## config.mk

```make
export PLATFORM = sky130hd
export DESIGN_NAME = fb_scan_arbiter
export DESIGN_NICKNAME = d
export VERILOG_FILES = /design/src/rtl/fb_scan_arbiter.sv
export SDC_FILE = /design/constraint.sdc
export NUM_CORES = 1
export LEC_CHECK = 0
export ABC_AREA = 1
export CAP_MARGIN = 20
export CORE_MARGIN = 10
export CORE_UTILIZATION = 30
export DETAILED_ROUTE_END_ITERATION = 7
export MAX_ROUTING_LAYER = met4
export PLACE_DENSITY = 0.52
export SLEW_MARGIN = 20
export SYNTH_ARGS = -nofsm -noshare
export SYNTH_HDL_FRONTEND = slang
export SYNTH_SLANG_ARGS = --single-unit
```

## constraint.sdc

```tcl
create_clock -name clock_i -period 7.29 [get_ports clock_i]
set_input_delay 1.0935 -clock clock_i [delete_from_list [all_inputs] [get_ports clock_i]]
set_output_delay 1.0935 -clock clock_i [all_outputs]
set_load 0.05 [all_outputs]
```

## src/rtl/fb_scan_arbiter.sv

```systemverilog
// fb_scan_arbiter: shares one framebuffer RAM port between display prefetch FIFO and a graphics writer
module fb_scan_arbiter #(
  parameter int ADDR_W      = 18,
  parameter int FRAME_WORDS = 153600,
  parameter int FIFO_DEPTH  = 8,
  parameter int LOW_WATER   = 2
) (
  input  logic              clock_i,
  input  logic              reset_i,
  input  logic              enable_i,
  input  logic              frame_start_i,
  input  logic              dvi_request_i,
  output logic [63:0]       dvi_data_o,
  output logic              underflow_o,
  input  logic              wr_valid_i,
  output logic              wr_ready_o,
  input  logic [ADDR_W-1:0] wr_addr_i,
  input  logic [63:0]       wr_data_i,
  output logic              mem_en_o,
  output logic              mem_we_o,
  output logic [ADDR_W-1:0] mem_addr_o,
  output logic [63:0]       mem_wdata_o,
  input  logic [63:0]       mem_rdata_i
);
  localparam int PW = $clog2(FIFO_DEPTH);
  typedef enum logic [1:0] {IDLE, RUN, FLUSH} state_t;
  state_t            state_q, state_d;
  logic [ADDR_W-1:0] fetch_addr_q, fetch_addr_d;
  logic [PW:0]       level_q, level_d;
  logic [PW-1:0]     rd_ptr_q, rd_ptr_d, wr_ptr_q, wr_ptr_d;
  logic              inflight_q, inflight_d, underflow_q, underflow_d;
  logic [63:0]       dvi_data_q, dvi_data_d;
  logic [63:0]       fifo_q [FIFO_DEPTH];
  logic [PW+1:0]     occ;
  logic              live, disp_ok, urgent, wr_gnt, rd_gnt, push, pop;
  // Grant arbitration, FIFO bookkeeping and FSM next state; a frame_start cycle issues no display read so nothing is in flight during FLUSH
  always_comb begin
    occ          = {1'b0, level_q} + (PW+2)'(inflight_q);
    live         = state_q == RUN && enable_i && !frame_start_i;
    disp_ok      = live && !reset_i;
    urgent       = disp_ok && occ < (PW+2)'(LOW_WATER);
    wr_gnt       = !reset_i && !urgent && wr_valid_i;
    rd_gnt       = urgent || (disp_ok && !wr_valid_i && occ < (PW+2)'(FIFO_DEPTH));
    push         = live && inflight_q;
    pop          = live && dvi_request_i && level_q != '0;
    level_d      = live ? level_q + (PW+1)'(push) - (PW+1)'(pop) : '0;
    rd_ptr_d     = live ? rd_ptr_q + PW'(pop) : '0;
    wr_ptr_d     = live ? wr_ptr_q + PW'(push) : '0;
    inflight_d   = rd_gnt;
    fetch_addr_d = frame_start_i ? '0 :
                   !rd_gnt ? fetch_addr_q :
                   fetch_addr_q == ADDR_W'(FRAME_WORDS - 1) ? '0 : fetch_addr_q + ADDR_W'(1);
    underflow_d  = (state_q == RUN && frame_start_i) ? 1'b0 :
                   (dvi_request_i && level_q == '0) ? 1'b1 : underflow_q;
    dvi_data_d   = level_d == '0 ? dvi_data_q :
                   (push && wr_ptr_q == rd_ptr_d) ? mem_rdata_i : fifo_q[rd_ptr_d];
    state_d      = !enable_i ? IDLE :
                   state_q != RUN ? RUN :
                   frame_start_i ? FLUSH : RUN;
    mem_en_o     = wr_gnt || rd_gnt;
    mem_we_o     = wr_gnt;
    wr_ready_o   = wr_gnt;
    mem_addr_o   = wr_gnt ? wr_addr_i : fetch_addr_q;
    mem_wdata_o  = wr_data_i;
    dvi_data_o   = dvi_data_q;
    underflow_o  = underflow_q;
  end
  // Control and status registers
  always_ff @(posedge clock_i or posedge reset_i) begin
    if (reset_i) begin
      state_q      <= IDLE;
      fetch_addr_q <= '0;
      level_q      <= '0;
      rd_ptr_q     <= '0;
      wr_ptr_q     <= '0;
      inflight_q   <= 1'b0;
      underflow_q  <= 1'b0;
      dvi_data_q   <= '0;
    end else begin
      state_q      <= state_d;
      fetch_addr_q <= fetch_addr_d;
      level_q      <= level_d;
      rd_ptr_q     <= rd_ptr_d;
      wr_ptr_q     <= wr_ptr_d;
      inflight_q   <= inflight_d;
      underflow_q  <= underflow_d;
      dvi_data_q   <= dvi_data_d;
    end
  end
  // FIFO storage captures the returning read word
  always_ff @(posedge clock_i) begin
    if (push) fifo_q[wr_ptr_q] <= mem_rdata_i;
  end
endmodule

```

==> results of run 1 <==
==> placed cells by master (no fill, tap or decap), types with 3 or more instances in the layout <==
master	n
nand3b_1	42
bufinv_16	4
buf_4	33
clkinv_1	8
clkinv_2	10
ha_1	11
nor2_1	193
nor4_1	6
nand3_1	655
xor2_1	9
clkdlybuf4s50_1	173
nand4_1	10
clkinv_8	4
nor3_1	6
clkbuf_8	4
a21oi_1	52
inv_1	386
nor3_2	5
edfxtp_1	512
nor2_4	3
dfrtp_1	96
nand2_1	413
diode_2	9
clkbuf_1	23
clkbuf_16	70
inv_2	3
inv_4	3
o21ai_0	28
==> routing by layer <==
metal,up-vias,global-route usage (%),share of wire (%)
met4,0,5.75,3.2
met1,8981,18.5,42
met5,-,-,0
li1,9012,-,-
met3,186,3.18,6.3
met2,431,24.9,48
==> area by class of cell <==
cell class / count / share of cell area [%]
diodes: 9 / 0.0706
repair buffers: 209 / 6.36
well taps: 1176 / 4.61
inverters: 393 / 4.66
clock inverters: 30 / 1.00
flip-flops and latches: 608 / 55.7
multi-input cells: 1453 / 21.7
clock buffers: 97 / 5.93
==> worst min-delay path by stage <==
stage                    startpoint  slack (ns)               to  cells after the start
global route         dvi_data_o[62]        0.51   dvi_data_o[62]                      2
detailed placement   dvi_data_o[62]        0.47   dvi_data_o[62]                      2
floorplan           fetch_addr_q[3]        0.49  fetch_addr_q[3]                      1
finish               dvi_data_o[13]        0.48   dvi_data_o[13]                      2
global placement      dvi_data_o[9]        0.47    dvi_data_o[9]                      2
CTS                  dvi_data_o[62]        0.48   dvi_data_o[62]                      2
==> registers in the layout, summed over array words and instances (netlist names) <==
name          flops
inflight_q        1
fifo_q          512
fetch_addr_q     18
level_q           4
rd_ptr_q          3
dvi_data_o       64
state_q           2
wr_ptr_q          3
underflow_o       1
==> logic make-up (layout without fill, tap and decap cells) <==
logic type,after synthesis,in the layout,share of synthesized area (%)
adder cells (fa/ha/maj),12,12,0.579
other,0,9,0
buffers and inverters,612,729,9.71
AND/OR/NAND/NOR,1343,1343,22.4
AO/OA/AOI/OAI,88,88,1.70
flip-flops,608,608,65.3
XOR/XNOR,10,10,0.322
==> power breakdown <==
part / internal [W] / total [W] / switching, W / leakage, nW
Combinational: 0.000132 / 0.000405 / 0.000273 / 6.12
Sequential: 0.00381 / 0.00384 / 0.0000307 / 5.85
Clock: 0.00197 / 0.00340 / 0.00143 / 1.07
Total: 0.00591 / 0.00765 / 0.00173 / 13.0
==> worst min-delay path: cells and delay by family (launching register included) <==
family / cells / cell delay (ns)
simple gates: 2 / 0.11
flops: 1 / 0.34
==> through the flow <==
step / cell area, sq um / setup WS [ns] / std cells / power (W) / hold slack [ns]
final: 31900 / 1.87 / 3975 / 0.00765 / 0.480
after global routing: 31900 / 1.50 / 3975 / 0.00792 / 0.507
after CTS: 31900 / 1.83 / 3966 / 0.00775 / 0.484
after detailed placement: 29700 / 1.84 / 3839 / 0.00432 / 0.467
after global placement: 29700 / 1.97 / 3839 / 0.00432 / 0.467
after floorplan: 27200 / 0.671 / 2673 / 0.00420 / 0.486
==> flow_metrics.env, run 1 <==
export IMPL_post_cts_setup_buffers=0
export IMPL_drive_gt1_share_pct=5.66
export IMPL_yosys_top_cells_area="edfxtp_1, nand3_1, dfrtp_1"
export IMPL_postCtsHoldBufs=0
export IMPL_post_route_util_pct=35.5
export IMPL_cts_htree_levels=3
export IMPL_clock_sinks=608
export IMPL_rsz0062_at_grt="no"
export IMPL_ioPinCount=302
export IMPL_crit_fanout=35
export IMPL_cts_buffers=69
export IMPL_syn_mean_instance_area_sq_um=10.2
export IMPL_start_util_pct=30.3
export IMPL_worst_pin_slew_ns=1.12
export IMPL_worst_path_stages=11
export IMPL_grt_overflow=0
export IMPL_finalSetupViolations=0
export IMPL_crit_path_end_kind="output pin"
export IMPL_syn_area_sq_mm=0.0272
export IMPL_status="complete, no violations"
export IMPL_drt_iter0_markers=1314
export IMPL_grt_pass1_wl_mm=117
export IMPL_fin_nets=2898
export IMPL_path_delay_family="buffers and inverters"
export IMPL_crit_chain="clkdlybuf4s50_1, inv_2, nand2_2, nor2_4, inv_2, nor3_1, nand2_1, nand2_1, inv_1, o21ai_0, clkdlybuf4s50_1"
export IMPL_reg2reg_depth=12
export IMPL_p_leak_nw=13.0
export IMPL_synth_top_area_share_pct=56.5
export IMPL_synth_top_area_cell="edfxtp_1"
export IMPL_worstPathArrival_ns=4.33
export IMPL_reg2reg_to="dvi_data_o[39]"
export IMPL_clk_pin_slew_ns=0.06
export IMPL_r2r_start="level_q[2]"
export IMPL_track_usage_pct=15.3
export IMPL_drc_errors=0
export IMPL_slowest_stage="clkdlybuf4s50_1"
export IMPL_yosys_warnings=0
export IMPL_gp_congestion=0.802
export IMPL_critPathMaxStageDelay_ns=0.85
export IMPL_p_per_area_mw_per_mm2=240
export IMPL_fillCellCount=9001
export IMPL_vias_per_cell=4.68
export IMPL_fin_crit_ns=5.42
export IMPL_syn_to_final_growth_pct=17.2
export IMPL_synth_common_cells="nand3_1, edfxtp_1, nand2_1, inv_1, nor2_1"
export IMPL_synth_nets=2837
export IMPL_worst_hold_path_type="register to register"
export IMPL_synth_edf_count=512
export IMPL_die_y_microns=321
export IMPL_fmax_mhz=184
export IMPL_finClkSkew_ns=0.0310
export IMPL_path_class="primary input to output pin"
export IMPL_clk_latency_ns=0.62
export IMPL_ys_ff_latch=608
export IMPL_critPathLaunch="frame_start_i"
export IMPL_crit_path_end="mem_addr_o[17]"
export IMPL_cts_resized=0
export IMPL_coreArea_sq_mm=0.0900
export IMPL_wl_mm=78.3
export IMPL_dieWidth_microns=321
export IMPL_cp_start_kind="primary input"
export IMPL_maxSlewViolCount=0
export IMPL_hpwl_mm=41.6
export IMPL_relSlewSlack_pct=25.2
export IMPL_cts_tree="built"
export IMPL_setup_tns_ns=0
export IMPL_ys_async_sr_fraction_pct=15.8
export IMPL_peakVddDrop_v=0.000154
export IMPL_rows=110
export IMPL_reg2reg_setup_slack_ns=3.48
export IMPL_port_buffers=173
export IMPL_synthCells=2673
export IMPL_grt_pass1_vias=18000
export IMPL_multi_input_area_sq_mm=0.00692
export IMPL_ant_nets=0
export IMPL_path_buf_inv=5
export IMPL_grt_antenna_before_repair=10
export IMPL_vias=18600
export IMPL_cp_required_ns=6.20
export IMPL_maxCapViolCount=0
export IMPL_grt_max_degree=95
export IMPL_die_area_sq_mm=0.103
export IMPL_first_pass_iters=6
export IMPL_synth_ff_type="edfxtp_1"
export IMPL_seq_area_sq_mm=0.0178
export IMPL_synth_cell_types=33
export IMPL_wl_per_cell_microns=19.7
export IMPL_hold_viol=0
export IMPL_cts_root_buffer="clkbuf_16"
export IMPL_cts_path_max_buffers=3
export IMPL_synth_most_common_cell="nand3_1"
export IMPL_synth_seq_area_share_pct=65.3
export IMPL_post_route_period_util_pct=74.4
No activity file was read; power rests on OpenSTA's default activity.
==> inputs of run 2 (changes only) <==
Clock period 7.29 ns to 5.6 ns, I/O delays scaled along.
==> flow_metrics.env, run 2 (synthesis results as in run 1) <==
export IMPL_maxCapViolCount=0
export IMPL_regMostFlops="fifo_q"
export IMPL_worst_pin_slew_ns=1.40
export IMPL_rows=110
export IMPL_finClkSkew_ns=0.0267
export IMPL_cts_tree="built"
export IMPL_gp_congestion=0.795
export IMPL_crit_chain="clkdlybuf4s50_1, inv_2, nand2_2, nor2_4, inv_2, nor3_1, nand2_1, nand2_1, inv_1, o21ai_0, clkdlybuf4s50_1"
export IMPL_drt_iter0_markers=1419
export IMPL_cts_resized=0
export IMPL_dieWidth_microns=321
export IMPL_post_route_period_util_pct=87.6
export IMPL_hold_viol=0
export IMPL_largest_reg_flops=512
export IMPL_slowest_stage="clkdlybuf4s50_1"
export IMPL_hpwl_mm=39.1
export IMPL_critPathMaxStageDelay_ns=0.85
export IMPL_status="complete, no violations"
export IMPL_clock_sinks=608
export IMPL_clk_pin_slew_ns=0.05
export IMPL_die_area_sq_mm=0.103
export IMPL_cts_path_max_buffers=3
export IMPL_syn_to_final_growth_pct=17.5
export IMPL_crit_path_end_kind="output pin"
export IMPL_ioPinCount=302
export IMPL_finalSetupViolations=0
export IMPL_dpl_instance_area_sq_mm=0.0298
export IMPL_grt_antenna_before_repair=7
export IMPL_p_leak_nw=13.1
export IMPL_track_usage_pct=14.9
export IMPL_fin_ws_ns=0.696
export IMPL_relSlewSlack_pct=6.88
export IMPL_rsz0062_at_grt="no"
export IMPL_cp_required_ns=4.76
export IMPL_crit_fanout=35
export IMPL_first_pass_iters=8
export IMPL_p_per_area_mw_per_mm2=309
export IMPL_grt_pass1_wl_mm=115
export IMPL_fmax_mhz=204
export IMPL_peakVddDrop_v=0.000159
export IMPL_vias_per_cell=4.66
export IMPL_hold_slack_ns=0.475
export IMPL_final_cell_mix="nand3_1, edfxtp_1, nand2_1, inv_1, nor2_1"
export IMPL_die_y_microns=321
export IMPL_postCtsHoldBufs=0
export IMPL_port_buffers=173
export IMPL_path_class="primary input to output pin"
export IMPL_fin_nets=2892
export IMPL_post_cts_setup_buffers=0
export IMPL_worstPathArrival_ns=4.06
export IMPL_grt_overflow=0
export IMPL_wl_per_cell_microns=19.3
export IMPL_fin_cells=3961
export IMPL_drc_errors=0
export IMPL_final_common_cell="nand3_1"
export IMPL_path_delay_family="buffers and inverters"
export IMPL_wl_mm=76.3
export IMPL_cts_htree_levels=3
export IMPL_maxSlewViolCount=0
export IMPL_vias=18500
export IMPL_coreArea_sq_mm=0.0900
export IMPL_place_inst=3835
export IMPL_start_util_pct=30.3
export IMPL_path_buf_inv=5
export IMPL_grt_max_degree=191
export IMPL_grt_pass1_vias=17700
export IMPL_fin_area_sq_mm=0.0320
export IMPL_post_place_ws_ns=0.675
export IMPL_ant_nets=0
export IMPL_cts_root_buffer="clkbuf_16"
export IMPL_fin_crit_ns=4.90
export IMPL_worst_hold_path_type="register to register"
export IMPL_post_route_util_pct=35.6
export IMPL_clk_latency_ns=0.62
export IMPL_drive_gt1_share_pct=5.62
export IMPL_cts_buffers=67
export IMPL_cp_start_kind="primary input"
-- run 2: cell types whose count changed in the layout (fill, tap and decap cells not counted), moves of 2 or more --
| cell | previous run | this run |
|---|---|---|
| clkinv_2 | 10 | 12 |
| clkbuf_8 | 4 | 8 |
| buf_12 | 2 | 17 |
| diode_2 | 9 | 7 |
| clkinv_8 | 4 | 0 |
| clkbuf_1 | 23 | 15 |
| clkinv_1 | 8 | 6 |
| buf_4 | 33 | 15 |
-- run 2: final cells by class --
| class | count | area [sq um] |
|---|---|---|
| diodes | 7 | 17.5 |
| clock buffers | 92 | 1890 |
| clock inverters | 27 | 267 |
| fillers | 8953 | 58000 |
| inverters | 393 | 1490 |
| multi-input cells | 1453 | 6910 |
| flip-flops and latches | 608 | 17800 |
| well taps | 1176 | 1470 |
| repair buffers | 205 | 2180 |
-- run 2: worst paths after layout --
kind,from,end,slack (ns),cells after the start
min in group asynchronous,reset_i,fetch_addr_q[15],0.72,2
min,dvi_data_o[31],dvi_data_o[31],0.48,2
min reg2reg,dvi_data_o[31],dvi_data_o[31],0.48,2
max reg2reg,level_q[2],dvi_data_o[41],2.16,12
max,frame_start_i,mem_addr_o[17],0.70,11
max in group asynchronous,reset_i,dvi_data_o[39],3.88,3
-- run 2: where the power goes --
group | switching, W | total [W] | internal, W
clock network | 0.00179 | 0.00438 | 0.00259
registers | 0.0000328 | 0.00499 | 0.00496
logic | 0.000359 | 0.000532 | 0.000172
total | 0.00218 | 0.00990 | 0.00772
-- run 2: through the flow --
step,TNS [ns],total power (W)
2_1_floorplan,-294.10,0.00547
3_3_place_gp,0,0.00562
3_5_place_dp,0,0.00562
4_1_cts,0,0.0100
5_1_grt,0,0.0102
6_report,0,0.00990
-- run 2: metal layers --
| metal | vias up | track usage [%] | routed length [microns] |
|---|---|---|---|
| met5 | - | - | 0 |
| met1 | 8903 | 18.2 | 32900 |
| met4 | 0 | 5.93 | 2440 |
| met3 | 177 | 3.32 | 4880 |
| met2 | 407 | 23.8 | 36100 |
| li1 | 8974 | - | - |
-- run 2: tightest hold or removal path, delay by kind of cell (launching register included) --
| kind | cells | cell delay [ns] |
|---|---|---|
| simple gates | 2 | 0.10 |
| flops | 1 | 0.34 |
==> inputs of run 3 (changes only) <==
Settings changed: CORE_MARGIN 10 to 2.
==> flow_metrics.env, run 3 (synthesis results as in run 1) <==
export IMPL_status="complete, no violations"
export IMPL_worst_hold_path_type="register to register"
export IMPL_regMostFlops="fifo_q"
export IMPL_rsz0062_at_grt="no"
export IMPL_post_route_period_util_pct=88.0
export IMPL_grt_max_degree=185
export IMPL_clock_sinks=608
export IMPL_wl_mm=76.5
export IMPL_final_common_cell="nand3_1"
export IMPL_worstPathArrival_ns=4.09
export IMPL_crit_path_end_kind="output pin"
export IMPL_dieWidth_microns=305
export IMPL_p_leak_nw=13.1
export IMPL_fin_crit_ns=4.93
export IMPL_post_cts_setup_buffers=0
export IMPL_finClkSkew_ns=0.0285
export IMPL_port_buffers=173
export IMPL_peakVddDrop_v=0.000193
export IMPL_drc_errors=0
export IMPL_coreArea_sq_mm=0.0900
export IMPL_cp_start_kind="primary input"
export IMPL_cts_root_buffer="clkbuf_16"
export IMPL_cts_resized=0
export IMPL_die_area_sq_mm=0.0932
export IMPL_cts_htree_levels=3
export IMPL_die_y_microns=305
export IMPL_vias=18500
export IMPL_hpwl_mm=39.0
export IMPL_start_util_pct=30.3
export IMPL_postCtsHoldBufs=0
export IMPL_power_switching_w=0.00226
export IMPL_rows=110
export IMPL_setup_tns_ns=0
export IMPL_hold_viol=0
export IMPL_comb_power_share_pct=5.2
export IMPL_fin_nets=2899
export IMPL_cts_path_max_buffers=3
export IMPL_wl_per_cell_microns=19.2
export IMPL_worst_pin_slew_ns=1.33
export IMPL_ioPinCount=302
export IMPL_track_usage_pct=16.7
export IMPL_maxCapViolCount=0
export IMPL_finalSetupViolations=0
export IMPL_vias_per_cell=4.64
export IMPL_post_route_util_pct=35.6
export IMPL_path_class="primary input to output pin"
export IMPL_p_clk_share_pct=45.0
export IMPL_largest_reg_flops=512
export IMPL_clk_latency_ns=0.62
export IMPL_cts_buffers=69
export IMPL_grt_overflow=0
export IMPL_crit_fanout=35
export IMPL_grt_pass1_wl_mm=115
export IMPL_grt_pass1_vias=18100
export IMPL_final_cell_mix="nand3_1, edfxtp_1, nand2_1, inv_1, nor2_1"
export IMPL_syn_to_final_growth_pct=17.7
export IMPL_swShare_pct=22.5
export IMPL_drive_gt1_share_pct=6.02
export IMPL_cp_required_ns=4.76
export IMPL_relSlewSlack_pct=11.1
export IMPL_p_per_area_mw_per_mm2=313
export IMPL_maxSlewViolCount=0
export IMPL_seqPwrFrac_pct=49.7
export IMPL_clk_pin_slew_ns=0.06
export IMPL_drt_iter0_markers=1226
export IMPL_ant_nets=0
export IMPL_fmax_mhz=203
export IMPL_p_int_w=0.00778
export IMPL_grt_antenna_before_repair=10
export IMPL_first_pass_iters=7
export IMPL_gp_congestion=0.799
export IMPL_reg2reg_setup_slack_ns=2.03
export IMPL_cts_tree="built"
## run 3: cell types whose count changed in the layout (fill, tap and decap cells not counted), sizes merged
cell and change:
buf +5, clkbuf +5, clkinv +2, diode +3, inv +2
## run 3: final timing paths
kind,start,end,cells past startpoint
setup / recovery,frame_start_i,mem_addr_o[14],11
hold / removal,dvi_data_o[57],dvi_data_o[57],2
min in group asynchronous,reset_i,inflight_q,2
setup reg to reg,level_q[2],dvi_data_o[2],11
max in group asynchronous,reset_i,dvi_data_o[22],3
hold reg to reg,dvi_data_o[57],dvi_data_o[57],2
## run 3: power groups by stage
stage / Clock, W / Combinational, W / Sequential (W)
5_1_grt: 0.00482 / 0.000561 / 0.00500
3_3_place_gp: 0 / 0.000531 / 0.00509
2_1_floorplan: 0 / 0.000230 / 0.00524
4_1_cts: 0.00464 / 0.000534 / 0.00499
6_report: 0.00452 / 0.000527 / 0.00499
3_5_place_dp: 0 / 0.000532 / 0.00509
## run 3: worst max-delay path, cell delays in order
cell and delay (ns):
clkdlybuf4s50_1 0.43, inv_2 0.15, nand2_2 0.08, nor2_4 0.26
inv_2 0.17, nor3_1 0.19, nand2_1 0.15, nand2_1 0.18
inv_1 0.39, o21ai_0 0.36, clkdlybuf4s50_1 0.85
## run 3: layer usage
layer / GRT usage [%] / vias up / part of all wire, %
met2: 27.4 / 348 / 48
met1: 20.4 / 8938 / 43
met4: 5.79 / 0 / 2.9
met3: 3.47 / 168 / 5.3
met5: - / - / 0
li1: - / 9005 / -
## run 3: cell type report
cell class,count,area (sq um)
antenna,10,25.0
clock buffer,97,1920
clock inverter,31,349
fill,8941,58000
inverter,393,1490
multi-input combinational,1453,6910
sequential,608,17800
tap,1176,1470
timing repair buffer,210,2110
## run 3: through the flow
stage	total power (W)	hold slack (ns)	setup slack [ns]	area, sq um	cells
finish	0.0100	0.477	0.672	32100	3978
floorplan	0.00547	0.486	-0.766	27200	2673
global route	0.0104	0.506	0.316	32100	3978
CTS	0.0102	0.481	0.648	32000	3968
global placement	0.00562	0.467	0.807	29800	3840
detailed placement	0.00562	0.465	0.640	29800	3840
